**config.mk**
```make
export PLATFORM = sky130hd
export DESIGN_NAME = serial_result_receiver
export DESIGN_NICKNAME = d
export VERILOG_FILES = /design/src/rtl/serial_result_receiver_pkg.sv /design/src/rtl/serial_result_receiver_result_fifo.sv /design/src/rtl/serial_result_receiver.sv
export SDC_FILE = /design/constraint.sdc
export NUM_CORES = 1
export LEC_CHECK = 0
export BUFFER_PORTS_ARGS = -buffer_cell sky130_fd_sc_hd__clkbuf_2
export CAP_MARGIN = 10
export CORE_UTILIZATION = 31
export DETAILED_ROUTE_END_ITERATION = 6
export PLACE_DENSITY_LB_ADDON = 0.1
export SLEW_MARGIN = 30
export SYNTH_ARGS = -nofsm -noshare
export SYNTH_HDL_FRONTEND = slang
export SYNTH_SLANG_ARGS = --single-unit
export TNS_END_PERCENT = 5
```
**constraint.sdc**
```tcl
create_clock -name clk -period 2 [get_ports clk]
set_clock_uncertainty 0.15 [all_clocks]
set_input_delay 0.4 -clock clk [delete_from_list [all_inputs] [get_ports clk]]
set_output_delay 0.4 -clock clk [all_outputs]
set_load 0.05 [all_outputs]
```
**src/rtl/serial_result_receiver_pkg.sv**
```systemverilog
// Shared constants and state encoding for the serial result link.
// RESULT_WIDTH is also used by the adder datapath so both ends agree on the word size.
package serial_result_receiver_pkg;

  localparam int RESULT_WIDTH = 5;
  localparam int RESULT_DEPTH = 2;
  localparam int RESULT_CNT_W = 8;

  typedef enum logic {
    IDLE  = 1'b0,
    SHIFT = 1'b1
  } rxState_t;

endpackage

```
**src/rtl/serial_result_receiver_result_fifo.sv**
```systemverilog
// Two-entry result buffer. entry0 is always the head, so the head word is a plain
// register and stays put while nothing is popped.
module result_fifo
  import serial_result_receiver_pkg::*;
#(
  parameter int WIDTH = RESULT_WIDTH
) (
  input  logic             clk,
  input  logic             reset,
  input  logic             push,
  input  logic             pop,
  input  logic [WIDTH-1:0] pushData,
  output logic [WIDTH-1:0] headData,
  output logic             accepted,
  output logic             full,
  output logic             empty
);

  logic [WIDTH-1:0] entry0;
  logic [WIDTH-1:0] entry1;
  logic [1:0]       count;
  logic             popOk;

  assign empty    = (count == 2'd0);
  assign full     = (count == 2'd2);
  assign popOk    = pop && !empty;
  // A pop in the same cycle frees a slot, so a full buffer can still take the push.
  assign accepted = push && (!full || popOk);
  assign headData = entry0;

  always_ff @(posedge clk or negedge reset) begin
    if (!reset) begin
      entry0 <= '0;
      entry1 <= '0;
      count  <= 2'd0;
    end else begin
      case ({accepted, popOk})
        2'b10: begin
          if (empty) entry0 <= pushData;
          else       entry1 <= pushData;
          count <= count + 2'd1;
        end
        2'b01: begin
          entry0 <= entry1;
          entry1 <= '0;
          count  <= count - 2'd1;
        end
        2'b11: begin
          if (full) begin
            entry0 <= entry1;
            entry1 <= pushData;
          end else begin
            entry0 <= pushData;
          end
        end
        default: ;
      endcase
    end
  end

endmodule

```
**src/rtl/serial_result_receiver.sv**
```systemverilog
// Receiving end of the serial-adder result link: reassembles LSB-first serial words,
// buffers them in result_fifo and hands them downstream over valid/ready.
module serial_result_receiver
  import serial_result_receiver_pkg::*;
#(
  parameter int WIDTH = RESULT_WIDTH,
  parameter int DEPTH = RESULT_DEPTH,
  parameter int CNT_W = RESULT_CNT_W
) (
  input  logic             clk,
  input  logic             reset,
  input  logic             start_in,
  input  logic             serial_in,
  output logic [WIDTH-1:0] data_out,
  output logic             valid_out,
  input  logic             ready_in,
  output logic             busy,
  output logic             frame_err,
  output logic             overrun,
  output logic [CNT_W-1:0] frame_count
);

  localparam int BCW = $clog2(WIDTH);

  rxState_t         state;
  rxState_t         nextState;
  logic [BCW-1:0]   bitCnt;
  logic [WIDTH-1:0] shiftReg;
  logic [WIDTH-1:0] wordOut;
  logic             lastBit;
  logic             pushWord;
  logic             popWord;
  logic             accepted;
  logic             fifoFull;
  logic             fifoEmpty;

  assign lastBit = (bitCnt == BCW'(WIDTH - 1));
  // The final bit goes straight into the buffer on the edge that samples it.
  assign wordOut = {serial_in, shiftReg[WIDTH-2:0]};
  assign popWord = valid_out && ready_in;

  always_ff @(posedge clk or negedge reset) begin
    if (!reset) state <= IDLE;
    else        state <= nextState;
  end

  always_comb begin
    nextState = state;
    pushWord  = 1'b0;
    case (state)
      IDLE:  if (start_in) nextState = SHIFT;
      SHIFT: begin
        if (start_in) begin
          nextState = SHIFT;
        end else if (lastBit) begin
          nextState = IDLE;
          pushWord  = 1'b1;
        end
      end
      default: nextState = IDLE;
    endcase
  end

  always_ff @(posedge clk or negedge reset) begin
    if (!reset) begin
      shiftReg    <= '0;
      bitCnt      <= '0;
      frame_err   <= 1'b0;
      overrun     <= 1'b0;
      frame_count <= '0;
    end else begin
      frame_err <= (state == SHIFT) && start_in;
      overrun   <= pushWord && !accepted;
      if (accepted) frame_count <= frame_count + CNT_W'(1);
      // A start always restarts assembly, discarding any partial word.
      if (start_in) begin
        shiftReg <= {{(WIDTH-1){1'b0}}, serial_in};
        bitCnt   <= BCW'(1);
      end else if (state == SHIFT) begin
        shiftReg[bitCnt] <= serial_in;
        bitCnt           <= lastBit ? '0 : bitCnt + BCW'(1);
      end
    end
  end

  result_fifo #(.WIDTH(WIDTH)) uFifo (
    .clk      (clk),
    .reset    (reset),
    .push     (pushWord),
    .pop      (popWord),
    .pushData (wordOut),
    .headData (data_out),
    .accepted (accepted),
    .full     (fifoFull),
    .empty    (fifoEmpty)
  );

  assign valid_out = !fifoEmpty;
  assign busy      = (state == SHIFT);

endmodule

```
# == Yosys cells after proc, flatten, opt, wreduce, memory -nomap -nowiden ==
# Index checks and enable logic that the tools add are counted.
# totals
word_cells,62
out_inout_bits,17
regBits,31
# op_classes
mux,22
n_eq_ne,8
add_sub_neg,4
n_lt_le_gt_ge,2
bitwise,1
reduce_logical,16
# ops
operator,n
5-bit 2-to-1 mux,6
5-bit one-hot mux with 3 select lines,2
3-bit 2-to-1 mux,3
8-bit by 1-bit adder with 8-bit output (second input constant),1
1-bit 2-to-1 mux,7
2-bit equality test (second input constant),3
1-bit logical AND,6
5-bit bitwise mux,1
3-bit by 4-bit < comparator with 1-bit output (second input constant),1
2-bit by 1-bit != test with 1-bit output (second input constant),2
2-bit one-hot mux with 2 select lines,1
2-bit nonzero test,2
3-bit by 1-bit adder with 3-bit output (second input constant),1
1-bit demux with 3-bit select,1
3-bit equality test (second input constant),1
3-bit by 1-bit greater-or-equal comparator with 1-bit output (second input constant),1
1-bit zero test,3
3-bit AND reduction,1
3-bit nonzero test,1
2-bit by 1-bit adder with 2-bit output (second input constant),1
2-bit by 1-bit equality test with 1-bit output (second input constant),1
2-bit zero test,1
2-bit != test (second input constant),1
1-bit one-hot mux with 2 select lines,1
other kinds (4),4

# == Logic depth before layout (Yosys ltp) ==
# Gate-level depths: netlist (run 1).
# depth
ltp_word,9
mapped_depth,7

# == Hierarchy ==
# From an unflattened synthesis (run 1), not the netlist that was laid out.
# hier_totals
cells_unflattened,130
hier_area_um2,1515.2
# by_module_without_submodules
mod,instances,cells_each,area_each_um2
serial_result_receiver,1,69,848.3
result_fifo,1,61,666.9

# == Worst setup path after synthesis (run 1) ==
# OpenSTA, ideal clock, no wires.
# synth_path
path_kind,register to register
start,"reg state, in the netlist busy"
end,reg frame_count[1]
synth_period_minus_slack_ns,1.948
arrival_ns,1.673
path_slack_ns,0.052
path_stages_with_launch,6
path_cell_list,dfrtp_1 buf_4 and4b_4 o21a_1 buf_6 mux2_2
# synth_via
elab_chain_cells,2
# synth_lines
element,line_no,source
"start, declared",serial_result_receiver.sv:25,rxState_t state;
"start signal, assigned",serial_result_receiver.sv:44,else state <= nextState;
1-bit 2-to-1 mux,serial_result_receiver.sv:50,case (state)
1-bit logical AND,serial_result_receiver_result_fifo.sv:28,assign accepted = push && (!full || popOk);
"end signal, assigned",serial_result_receiver.sv:74,if (accepted) frame_count <= frame_count + CNT_W'(1);
"end, declared",serial_result_receiver.sv:20,output logic [CNT_W-1:0] frame_count
# No other way between the ends.
# A chain may end at the register's enable or synchronous reset.

# == Worst setup path after layout (run 1) ==
# layout_path
start,reg uFifo.count[1]
end,out valid_out
# layout_via
elab_chain_cells,2
# layout_lines
element,line_no,source
"start, declared",serial_result_receiver_result_fifo.sv:21,logic [1:0] count;
"start signal, assigned",serial_result_receiver_result_fifo.sv:41,count <= count + 2'd1;
"start signal, assigned",serial_result_receiver_result_fifo.sv:46,count <= count - 2'd1;
2-bit zero test,serial_result_receiver_result_fifo.sv:24,assign empty = (count == 2'd0);
1-bit zero test,serial_result_receiver.sv:98,assign valid_out = !fifoEmpty;
"end, declared",serial_result_receiver.sv:15,"output logic valid_out,"
# No other way between the ends.

==> results of run 1 <==
==> logic make-up after synthesis <==
family | share of synthesized area
buffers and inverters | 0.0447
muxes | 0.0399
adders and majority gates | 0.0239
AOI/OAI and AO/OA | 0.177
DFF | 0.479
and+or+nand+nor | 0.196
xor gates and xnor gates | 0.0391
==> metrics by stage <==
| step | util | power (W) | worst slack (ns) | cells |
|---|---|---|---|---|
| after CTS | 0.393 | 0.00179 | 0.0806 | 249 |
| final | 0.393 | 0.00176 | 0.170 | 249 |
| after floorplan | - | 0.00108 | 0.0520 | 154 |
| after global placement | 0.368 | 0.00119 | 0.165 | 240 |
| after detailed placement | 0.368 | 0.00120 | 0.0987 | 240 |
| after global routing | 0.393 | 0.00186 | 0.0420 | 249 |
==> where the power goes <==
group,leakage (nW),switching [W],internal [W]
Clock,0.0575,0.000226,0.000347
Combinational,0.438,0.000305,0.000138
Sequential,0.391,0.0000710,0.000675
==> final cells by class <==
cell class | instances | share of cell area
Sequential cell | 30 | 0.399
Timing Repair Buffer | 31 | 0.0970
Clock buffer | 8 | 0.0585
Tap cell | 67 | 0.0445
Inverter | 2 | 0.00399
Multi-Input combinational cell | 111 | 0.397
==> how the worst min path moves through the flow <==
stage / to / slack [ns] / depth (start not counted)
global placement: uFifo.headData[3]$_DFFE_PN0P_ / 0.29 / 2
finish: bitCnt[2]$_DFFE_PN0P_ / 0.31 / 3
detailed placement: uFifo.headData[3]$_DFFE_PN0P_ / 0.30 / 2
CTS: bitCnt[2]$_DFFE_PN0P_ / 0.30 / 3
global route: bitCnt[2]$_DFFE_PN0P_ / 0.31 / 3
floorplan: bitCnt[0]$_DFFE_PN0P_ / -0.05 / 0
==> flip-flops by register name (all words and copies together), names as in the netlist <==
register        flops
frame_count         8
uFifo.entry1        5
uFifo.headData      5
shiftReg            4
bitCnt              3
uFifo.count         2
busy                1
frame_err           1
overrun             1
==> timing repair <==
item | 4_1_cts | 5_1_grt
endpoints found under the hold margin | 30 | 0
setup endpoints to repair | 0 | 2
gates resized for setup | 0 | 1
hold buffers | 1 | 0
==> critical path, cell delays in order (launching register included) <==
cell      delay, ns
dfrtp_1        0.44
or2_4          0.31
clkbuf_2       0.25
==> cells in the final DEF (no fill, tap or decap), types with 2 or more instances in the layout <==
| cell type | n |
|---|---|
| dfrtp_1 | 30 |
| clkbuf_2 | 21 |
| nand2_1 | 15 |
| buf_4 | 9 |
| o22ai_1 | 8 |
| clkbuf_8 | 8 |
| nor2_1 | 7 |
| a21o_1 | 6 |
| a21oi_1 | 6 |
| xnor2_1 | 6 |
| nor3_1 | 5 |
| a311oi_1 | 5 |
| and3_1 | 5 |
| nand4_1 | 5 |
| nand3_1 | 5 |
| a211oi_1 | 4 |
| mux2i_1 | 4 |
| nor2b_1 | 3 |
| o21ai_0 | 3 |
| ha_1 | 3 |
| inv_1 | 2 |
| and2_1 | 2 |
| nand2b_1 | 2 |
| o21a_1 | 2 |
| mux2_2 | 2 |
==> per-layer routing <==
layer,wire length [um],part of all wire,GRT usage
met1,1720,0.48,0.198
met2,1650,0.46,0.228
met3,132,0.037,0.0497
met4,88,0.024,0.0893
met5,0,0,0
==> flow_summary.json, run 1 <==
{
  "tns_ns": 0,
  "die_w_um": 73.1,
  "finalMaxSlewViolations": 0,
  "syn_nets": 162,
  "rrSetupSlack_ns": 0.17,
  "max_cap_viol_count": 0,
  "worst_skew_pair.late_latency_ns": 0.28,
  "post_cts_buffers": 0,
  "vias": 1269,
  "grt_setup_unrepaired": "no",
  "grt_pass1_vias": 1202,
  "r2r-start": "bitCnt[1]$_DFFE_PN0P_",
  "placed_area_um2": 1760,
  "min_period_ns": 1.83,
  "reg2reg_to": "frame_count[1]$_DFFE_PN0P_",
  "antennaDiodeCount": 0,
  "fillers": 479,
  "drive_above_1_share": 0.253,
  "drtAntennaViolNets": 0,
  "firstDrtPassIters": 4,
  "synth_top_area_frac": 0.479,
  "nets": 189,
  "synth-edff-count": 0,
  "routed_wl_mm": 3.59,
  "cts.htree.levels": 2,
  "synth_area_per_cell_um2": 10.2,
  "antenna_found_initial": 0,
  "seqCellArea_um2": 751,
  "netlist_top_cells_count": "dfrtp_1 (30), nand2_1 (15), o22ai_1 (8)",
  "pin_count": 22,
  "floorplan.initialDensity": 0.328,
  "outcome": "finished clean",
  "ys_warn_count": 0,
  "multi_input_area_um2": 748,
  "worstPathMaxFanout": 7,
  "peakVddDrop_v": 0.000443,
  "grt_use_total": 0.155,
  "path_clk_slew_ns": 0.06,
  "cts_buffer_depth": 2,
  "drt_iter0_markers": 61,
  "io_buffers": 21,
  "synth_area_leader_cell": "dfrtp_1",
  "crit_path_start": "uFifo.count[1]$_DFFE_PN0P_",
  "worstPathRequired_ns": 1.45,
  "ys_seq_elements": 30,
  "core_area_um2": 4790,
  "powerDensity_nw_per_um2": 936,
  "min_from": "start_in",
  "async_flop_share": 1.00,
  "synthCells": 154,
  "grt_pass1_wl_mm": 5.93,
  "tightest_slew_ns": 0.400,
  "syn-cell-area_um2": 1570,
  "setup_viol_count_final": 0,
  "design_area_um2": 1880,
  "grt_overflow_total": 0,
  "seq_area_frac_synth": 0.479,
  "endpoint_kind": "output port",
  "synth_area_leaders": "dfrtp_1 (48%), nand2_1 (3.6%), xnor2_1 (3.4%)",
  "row_count": 25,
  "gp_congestion": 0.762,
  "ys.flop_type": "dfrtp_1",
  "ff2ff_path_depth": 5,
  "area_growth_pct": 20.1,
  "maxSlewHeadroom": 0.733,
  "hp-class": "input port to flop",
  "ys_types": 38,
  "ctsRootBufferMaster": "clkbuf_8",
  "final_hold_viol_count": 0,
  "dp_hpwl_mm": 2.52,
  "crit_arrival_ns": 1.28,
  "dieArea_um2": 5350,
  "cts_sinks": 30,
  "path_class": "flop to output port",
  "synth.most_common_cell": "dfrtp_1",
  "fp.dieH_um": 73.1,
  "grt_max_degree": 31,
  "cts_tree": "done",
  "routedWlPerCell_um": 14.4,
  "drc": 0,
  "routed_via_density": 5.10,
  "critPathCapture": "valid_out",
  "cts_buffers": 5,
  "crit_path_start_kind": "flop",
  "power.leakage_nw": 0.887,
  "max_freq_mhz": 546,
  "min_period_over_period": 0.915,
  "whs_ns": 0.305
}
Power figures use the tool's default switching activity.
==> run 2, diff against run 1 <==
--- a/config.mk
+++ b/config.mk
@@ -10,6 +10,7 @@
 export CORE_UTILIZATION = 31
 export DETAILED_ROUTE_END_ITERATION = 6
 export PLACE_DENSITY_LB_ADDON = 0.1
+export REMOVE_ABC_BUFFERS = 1
 export SLEW_MARGIN = 30
 export SYNTH_ARGS = -nofsm -noshare
 export SYNTH_HDL_FRONTEND = slang
==> flow_summary.json, run 2 (synthesis gave the netlist of run 1 again) <==
{
  "layout_commonest_cell": "dfrtp_1",
  "drc": 0,
  "dieArea_um2": 5350,
  "die_w_um": 73.1,
  "tns_ns": 0,
  "cts_tree": "done",
  "firstDrtPassIters": 4,
  "setup_ws_ns": 0.145,
  "routed_wl_mm": 3.44,
  "path_clk_slew_ns": 0.06,
  "antenna_found_initial": 0,
  "whs_ns": 0.194,
  "routedWlPerCell_um": 13.9,
  "crit_path_start_kind": "flop",
  "cts_buffers": 5,
  "dp_hpwl_mm": 2.44,
  "final_hold_viol_count": 0,
  "placed_area_um2": 1750,
  "crit_arrival_ns": 1.87,
  "grt_setup_unrepaired": "no",
  "max_cap_viol_count": 0,
  "tightest_slew_ns": 0.387,
  "min_period_over_period": 0.928,
  "drt_iter0_markers": 94,
  "power.leakage_nw": 0.866,
  "max_freq_mhz": 539,
  "design_area_um2": 1860,
  "area_growth_pct": 18.4,
  "fp.dieH_um": 73.1,
  "cts_sinks": 30,
  "worst_skew_pair.late_latency_ns": 0.28,
  "drive_above_1_share": 0.249,
  "powerDensity_nw_per_um2": 881,
  "io_buffers": 21,
  "grt_pass1_vias": 1201,
  "fillers": 484,
  "pin_count": 22,
  "largest_reg_flops": 8,
  "nets": 189,
  "core_area_um2": 4790,
  "peakVddDrop_v": 0.000364,
  "row_count": 25,
  "grt_overflow_total": 0,
  "endpoint_kind": "flop",
  "grt_pass1_wl_mm": 5.78,
  "cts.htree.levels": 2,
  "maxSlewHeadroom": 0.742,
  "floorplan.initialDensity": 0.328,
  "finalMaxSlewViolations": 0,
  "routed_via_density": 5.05,
  "ctsRootBufferMaster": "clkbuf_8",
  "path_class": "flop to flop",
  "layout_common_cells": "dfrtp_1 (30), clkbuf_2 (21), nand2_1 (15)",
  "outcome": "finished clean",
  "pre_cts_slack_ns": 0.0744,
  "setup_viol_count_final": 0,
  "gp_congestion": 0.818,
  "drtAntennaViolNets": 0,
  "vias": 1252,
  "fin_util": 0.388,
  "antennaDiodeCount": 0,
  "cts_buffer_depth": 2,
  "worstPathMaxFanout": 11,
  "top_register": "frame_count",
  "hp-class": "input port to flop",
  "min_period_ns": 1.86,
  "worstPathRequired_ns": 2.01,
  "grt_use_total": 0.145,
  "grt_max_degree": 31
}
run 2: worst max-delay path, stage by stage, from the launching register on:
cell and delay [ns]:
dfrtp_1 0.42, inv_2 0.08, ha_2 0.18, buf_4 0.12, nand4b_4 0.20, nor2_4 0.23, nor2_1 0.06, a221o_1 0.30
run 2: cell type report:
| cell class | count | area [um^2] | area share |
|---|---|---|---|
| multi-input combinational | 111 | 756 | 0.407 |
| sequential | 30 | 751 | 0.404 |
| clock buffer | 7 | 76.3 | 0.0411 |
| inverter | 2 | 7.51 | 0.00404 |
| timing repair buffer | 31 | 183 | 0.0984 |
| tap | 67 | 83.8 | 0.0451 |
run 2: final timing paths:
kind                                       startpoint                            end  slack, ns  cells after the start
max in group asynchronous                       reset        shiftReg[3]$_DFFE_PN0P_       0.89                      3
max                             bitCnt[1]$_DFFE_PN0P_  uFifo.headData[4]$_DFFE_PN0P_       0.14                      7
min                                          start_in        shiftReg[3]$_DFFE_PN0P_       0.19                      2
min reg2reg                frame_count[7]$_DFFE_PN0P_     frame_count[7]$_DFFE_PN0P_       0.33                      1
max reg2reg                     bitCnt[1]$_DFFE_PN0P_  uFifo.headData[4]$_DFFE_PN0P_       0.14                      7
min in group asynchronous                       reset    uFifo.entry1[4]$_DFFE_PN0P_       0.52                      3
run 2: power by group:
part	internal, W	total, W	leakage (nW)	switching, W
logic	0.000139	0.000441	0.437	0.000302
registers	0.000676	0.000747	0.391	0.0000719
clock network	0.000239	0.000447	0.0383	0.000208
run 2: routing by layer:
| layer | part of all wire | routed length (um) | vias to the layer above | global-route usage |
|---|---|---|---|---|
| met2 | 0.46 | 1580 | 31 | 0.218 |
| met5 | 0 | 0 | - | 0 |
| met3 | 0.054 | 185 | 6 | 0.0511 |
| met1 | 0.47 | 1610 | 601 | 0.184 |
| met4 | 0.019 | 64 | 0 | 0.0697 |
| li1 | - | - | 614 | - |
run 2: through the flow:
stage	power, W	instances
detailed placement	0.00120	239
global placement	0.00119	239
global route	0.00173	248
finish	0.00164	248
floorplan	0.00106	143
CTS	0.00166	247
run 2: what timing repair did:
item / 4_1_cts / 5_1_grt
buffers inserted: 0 / 1
hold buffers: 1 / 0
setup endpoints to repair: 0 / 4
resized for setup: 0 / 4
hold endpoints to repair: 30 / 0
